File: config.mk
export PLATFORM = sky130hd
export DESIGN_NAME = sqrt_seq
export DESIGN_NICKNAME = d
export VERILOG_FILES = /design/src/rtl/sqrt_pkg.sv /design/src/rtl/sqrt_step.sv /design/src/rtl/sqrt_seq.sv
export SDC_FILE = /design/constraint.sdc
export NUM_CORES = 1
export LEC_CHECK = 0
export BUFFER_PORTS_ARGS = -buffer_cell sky130_fd_sc_hd__buf_2
export CORE_MARGIN = 2
export CORE_UTILIZATION = 30
export DETAILED_ROUTE_END_ITERATION = 8
export SETUP_SLACK_MARGIN = 0.4
export SLEW_MARGIN = 20
export SYNTH_ARGS = -nofsm -noshare
export SYNTH_HDL_FRONTEND = slang
export SYNTH_HIERARCHICAL = 1
export SYNTH_SLANG_ARGS = --single-unit
File: constraint.sdc
create_clock -name clk -period 4 [get_ports clk]
set_input_delay 0.2 -clock clk [delete_from_list [all_inputs] [get_ports clk]]
set_output_delay 0.2 -clock clk [all_outputs]
set_load 0.01 [all_outputs]
File: src/rtl/sqrt_pkg.sv
// Shared types and width helpers for the sequential square-root unit.
// Consumers: sqrt_step, sqrt_seq (optional rounding controlled by SQRT_ROUND_EN).
package sqrt_pkg;

    typedef enum logic [1:0] {
        IDLE = 2'd0,
        CALC = 2'd1,
        DONE = 2'd2
    } state_t;

    localparam int DEF_OP_WIDTH = 16;

    function automatic int rad_w(input int op_w);
        return 2 * op_w;
    endfunction

    function automatic int rem_w(input int op_w);
        return op_w + 1;
    endfunction

    function automatic int trial_w(input int op_w);
        return op_w + 2;
    endfunction

    function automatic int cnt_w(input int op_w);
        return (op_w <= 2) ? 1 : $clog2(op_w);
    endfunction

endpackage

File: src/rtl/sqrt_step.sv
// One restoring digit-by-digit square-root iteration: consumes two radicand
// bits and produces the next partial root and partial remainder.
module sqrt_step
    import sqrt_pkg::*;
#(
    parameter int OP_WIDTH = DEF_OP_WIDTH
)
(
    input  logic [OP_WIDTH-1:0]        i_q,
    input  logic [rem_w(OP_WIDTH)-1:0] i_r,
    input  logic [1:0]                 i_bits,
    output logic [OP_WIDTH-1:0]        o_q_next,
    output logic [rem_w(OP_WIDTH)-1:0] o_r_next
);

    localparam int REM_W = rem_w(OP_WIDTH);
    localparam int EXT_W = trial_w(OP_WIDTH) + 1;

    // r' is kept one bit wider than needed so no bit of r is lost before the compare
    logic [EXT_W-1:0] w_trial;
    logic [EXT_W-1:0] w_t;
    logic             w_ge;

    // Trial subtraction and restore decision
    always_comb begin
        w_trial = {i_r, i_bits};
        w_t     = {1'b0, i_q, 2'b01};
        w_ge    = (w_trial >= w_t);
        if (w_ge) begin
            o_r_next = REM_W'(w_trial - w_t);
            o_q_next = OP_WIDTH'({i_q, 1'b1});
        end else begin
            o_r_next = REM_W'(w_trial);
            o_q_next = OP_WIDTH'({i_q, 1'b0});
        end
    end

endmodule

File: src/rtl/sqrt_seq.sv
// Sequential unsigned integer square root, one root bit per clock, valid/ready on both sides.
// Define SQRT_ROUND_EN to round the root to nearest (saturating); remainder stays truncated.
module sqrt_seq
    import sqrt_pkg::*;
#(
    parameter int OP_WIDTH = DEF_OP_WIDTH
)
(
    input  logic                  clk,
    input  logic                  rst,
    input  logic                  in_valid,
    output logic                  in_ready,
    input  logic [2*OP_WIDTH-1:0] radicand,
    output logic                  out_valid,
    input  logic                  out_ready,
    output logic [OP_WIDTH-1:0]   root,
    output logic [OP_WIDTH:0]     remainder
);

    localparam int RAD_W = rad_w(OP_WIDTH);
    localparam int REM_W = rem_w(OP_WIDTH);
    localparam int CNT_W = cnt_w(OP_WIDTH);

    state_t              r_state;
    state_t              w_next_state;
    logic [RAD_W-1:0]    r_rad;
    logic [OP_WIDTH-1:0] r_q;
    logic [REM_W-1:0]    r_r;
    logic [CNT_W-1:0]    r_cnt;
    logic [OP_WIDTH-1:0] r_root;
    logic [REM_W-1:0]    r_rem;

    logic [OP_WIDTH-1:0] w_q_next;
    logic [REM_W-1:0]    w_r_next;
    logic [OP_WIDTH-1:0] w_root_final;
    logic                w_last;

    sqrt_step #(.OP_WIDTH(OP_WIDTH)) u_step (
        .i_q      (r_q),
        .i_r      (r_r),
        .i_bits   (r_rad[RAD_W-1 -: 2]),
        .o_q_next (w_q_next),
        .o_r_next (w_r_next)
    );

    assign w_last = (r_cnt == CNT_W'(OP_WIDTH - 1));

`ifdef SQRT_ROUND_EN
    // Round to nearest: x >= q^2+q+1 exactly when the truncated remainder exceeds q
    always_comb begin
        if (({1'b0, w_q_next} < w_r_next) && (w_q_next != {OP_WIDTH{1'b1}})) begin
            w_root_final = w_q_next + OP_WIDTH'(1);
        end else begin
            w_root_final = w_q_next;
        end
    end
`else
    // Floor root straight from the final iteration
    always_comb begin
        w_root_final = w_q_next;
    end
`endif

    // FSM state register
    always_ff @(posedge clk or posedge rst) begin
        if (rst) begin
            r_state <= IDLE;
        end else begin
            r_state <= w_next_state;
        end
    end

    // FSM next-state decode
    always_comb begin
        w_next_state = r_state;
        case (r_state)
            IDLE: begin
                if (in_valid) w_next_state = CALC;
                else          w_next_state = IDLE;
            end
            CALC: begin
                if (w_last) w_next_state = DONE;
                else        w_next_state = CALC;
            end
            DONE: begin
                if (out_ready) w_next_state = IDLE;
                else           w_next_state = DONE;
            end
            default: w_next_state = IDLE;
        endcase
    end

    // FSM handshake outputs, decoded from the state register
    always_comb begin
        in_ready  = 1'b0;
        out_valid = 1'b0;
        case (r_state)
            IDLE:    in_ready  = 1'b1;
            DONE:    out_valid = 1'b1;
            CALC:    in_ready  = 1'b0;
            default: out_valid = 1'b0;
        endcase
    end

    // Iteration datapath; result registers only change on the last iteration
    always_ff @(posedge clk or posedge rst) begin
        if (rst) begin
            r_rad  <= {RAD_W{1'b0}};
            r_q    <= {OP_WIDTH{1'b0}};
            r_r    <= {REM_W{1'b0}};
            r_cnt  <= {CNT_W{1'b0}};
            r_root <= {OP_WIDTH{1'b0}};
            r_rem  <= {REM_W{1'b0}};
        end else begin
            case (r_state)
                IDLE: begin
                    if (in_valid) begin
                        r_rad <= radicand;
                        r_q   <= {OP_WIDTH{1'b0}};
                        r_r   <= {REM_W{1'b0}};
                        r_cnt <= {CNT_W{1'b0}};
                    end
                end
                CALC: begin
                    r_rad <= {r_rad[RAD_W-3:0], 2'b00};
                    r_q   <= w_q_next;
                    r_r   <= w_r_next;
                    r_cnt <= r_cnt + CNT_W'(1);
                    if (w_last) begin
                        r_root <= w_root_final;
                        r_rem  <= w_r_next;
                    end
                end
                default: begin
                    r_root <= r_root;
                end
            endcase
        end
    end

    assign root      = r_root;
    assign remainder = r_rem;

endmodule

==> impl_metrics.tcl <==
set metrics [dict create \
    cts_setup_buffers 0 \
    post-route-min-period_ns 3.075 \
    yosys_most_used_dff "dfrtp_1" \
    period_share 0.7688 \
    antenna_left 0 \
    grt_pass1_wl_mm 20.86 \
    drc 0 \
    cp_max_fo 17 \
    synth_area_per_cell_um2 10.11 \
    cpMaxStageDelayCell "a21boi_4" \
    wirelength_mm 12.35 \
    via_count 3884 \
    async_reset_ff_frac 1.000 \
    num-fill-cells 1853 \
    power_density_nw_per_um2 1028 \
    rsz0062_at_grt "no" \
    synth_cell_types 51 \
    multiInputGateArea_um2 2574 \
    nets 644 \
    start_util 0.3072 \
    grt_overflow 0 \
    grt_use_total 0.1303 \
    port_buffers 70 \
    core_um2 18020 \
    synth-simple-area-share 0.1672 \
    fin_setup_tns_ns 0 \
    drtIter0Drc 198 \
    clock-sinks 104 \
    h-tree-depth 3 \
    cts_tree "built" \
    synth_compound_area_frac 0.1033 \
    final_max_slew_viol_count 0 \
    cts_resized 0 \
    synth-xor-area-share 0.02214 \
    cts-root-buf "clkbuf_16" \
    max_cap_viol_count 0 \
    relSlewSlack 0.3960 \
    clk_pin_slew_worst_paths_ns 0.07 \
    required_ns 4.22 \
    power.leakage_nw 3.025 \
    tightestPinTransition_ns 0.9060 \
    rrSetupSlack_ns 0.92 \
    n_antenna_cell 0 \
    synthMuxAreaShare 0.1268 \
    synth_top_family_by_area "simple AND/OR/NAND/NOR gates" \
    skew_ns 0.01058 \
    ys_seq_area_frac 0.4700 \
    end_kind "flop" \
    cp_slowest_stage_delay_ns 0.61 \
    clk-insertion-delay-late_ns 0.34 \
    wl_per_cell_um 15.02 \
    synth_nets 603 \
    die-area_um2 19560 \
    cp_cell_sequence "inv_1, ha_1, a21oi_2, o21ai_1, a311o_1, a21o_1, a21boi_4, mux2_2, mux2_4" \
    hold_class "primary input to asynchronous set/reset pin" \
    areaGrowthSynthToFinish_pct 12.61 \
    fp.dieH_um 139.9 \
    holdBufCountCts 0 \
    status "finished, final reports clean" \
    seq_area_um2 2603 \
    routed_via_density 4.725 \
    place.gp.congestion 0.8320 \
    drtPass1Iterations 4 \
    synthAdderAreaFrac 0.04293 \
    synth_edf_count 0 \
    drive_above_1_share 0.2479 \
    cts_made_buffers 9 \
    antenna_found_initial 0 \
    r2r_cells 9 \
    rows 49 \
    fmax_mhz 325.2 \
    clockBufferDepth 2 \
    critPathKind "flop to flop" \
    setup_violations 0 \
    grt_max_degree 71 \
    hpwl_mm 8.334 \
    peakVddDrop_uv 419.1 \
    chipWidth_um 139.9 \
    cp.arrival_ns 3.30 \
    r2r-start "r_q[8]" \
    syn_inst 548 \
    timing.final.ws_setup_ns 0.9248 \
    reg2reg_to "remainder[2]" \
    grt_pass1_vias 4000 \
    ios 71 \
    hold_violations 0 \
    netlist_area_um2 5538 \
    synth_warnings 6 \
    cp-start-kind "flop" \
    synth_seq_cells 104 \
    post-place-ws_ns 0.9244 \
]
-- where the power goes --
part | internal (W) | leakage, nW | switching [W]
Clock | 0.000498 | 0.137 | 0.000381
Combinational | 0.00170 | 1.62 | 0.00187
Sequential | 0.00159 | 1.27 | 0.000377
-- critical path: cells and delay by family (launching register included) --
family | cells | cell delay, ns
flops | 1 | 0.38
fa+ha+maj | 1 | 0.38
buf+inv | 1 | 0.06
mux | 2 | 0.68
compound gates | 5 | 1.46
-- registers in the layout, summed over array words and instances, names as in the netlist --
signal,count
remainder,17
r_rad,32
r_q,16
r_state,2
root,16
r_r,17
r_cnt,4
-- worst max path at each step --
| stage | start | end | cells past startpoint |
|---|---|---|---|
| 3_3_place_gp | r_q[8] | remainder[2] | 9 |
| 3_5_place_dp | r_q[11] | remainder[7] | 9 |
| 4_1_cts | r_q[11] | remainder[6] | 9 |
| 6_report | r_q[8] | remainder[2] | 9 |
| 5_1_grt | r_q[11] | remainder[7] | 9 |
| 2_1_floorplan | rst | r_cnt[0] | 1 |
-- cells by family (layout without fill, tap and decap cells) --
family,Yosys count,after routing
and+or+nand+nor,209,209
DFF,104,104
AOI/OAI and AO/OA,83,83
buffers and inverters,68,113
muxes,51,51
adders and majority gates,19,19
xor gates and xnor gates,14,14
-- cell type report --
class                      instances  area share
clock buffer                      10     0.03832
clock inverter                     5    0.009230
inverter                          23     0.01425
multi-input combinational        376      0.4127
sequential                       104      0.4173
tap                              229     0.04595
timing repair buffer              75     0.06220
-- synthesized netlist by cell type (all sizes together), types with 5 or more instances --
master    n  share of area
nand3    37          0.033
buf      33          0.044
a21oi    16          0.015
a21o      5         0.0068
nand2   110          0.075
a22oi    15          0.020
ha       19          0.043
o22ai    15          0.017
mux2     48           0.12
nor3     16          0.014
xor2      6         0.0095
xnor2     8          0.013
dfrtp   104           0.47
o21ai    10         0.0090
inv      23          0.016
nor2     26          0.018
clkbuf   12         0.0081
-- cell usage in the layout (no fill, tap or decap), drive strengths merged, types with 3 or more instances in the layout --
master,n
nand2,110
dfrtp,104
buf,75
mux2,48
nand3,37
nor2,26
inv,23
ha,19
nor3,16
a21oi,16
o22ai,15
a22oi,15
o21ai,10
clkbuf,10
xnor2,8
xor2,6
a21o,5
o21bai,3
nand4,3
mux2i,3
clkinvlp,3
or3,3
a211oi,3
nor2b,3
-- metal layers --
layer	GRT usage	routed length, µm	vias to the layer above
li1	-	-	1951
met1	0.1790	5994	1854
met2	0.2039	5707	70
met3	0.03751	529	9
met4	0.03053	114	0
met5	0	0	-
-- through the flow --
stage | utilization | power, W | area (µm²) | instances | hold WS (ns)
global route | 0.3460 | 0.007016 | 6236 | 822 | 0.05527
global placement | 0.3292 | 0.005560 | 5934 | 807 | 0.3945
detailed placement | 0.3292 | 0.005588 | 5934 | 807 | 0.4027
finish | 0.3460 | 0.006414 | 6236 | 822 | 0.05174
CTS | 0.3457 | 0.006499 | 6231 | 822 | 0.03842
floorplan | - | 0.004855 | 5538 | 548 | 0.3054
Power figures use the tool's default switching activity.
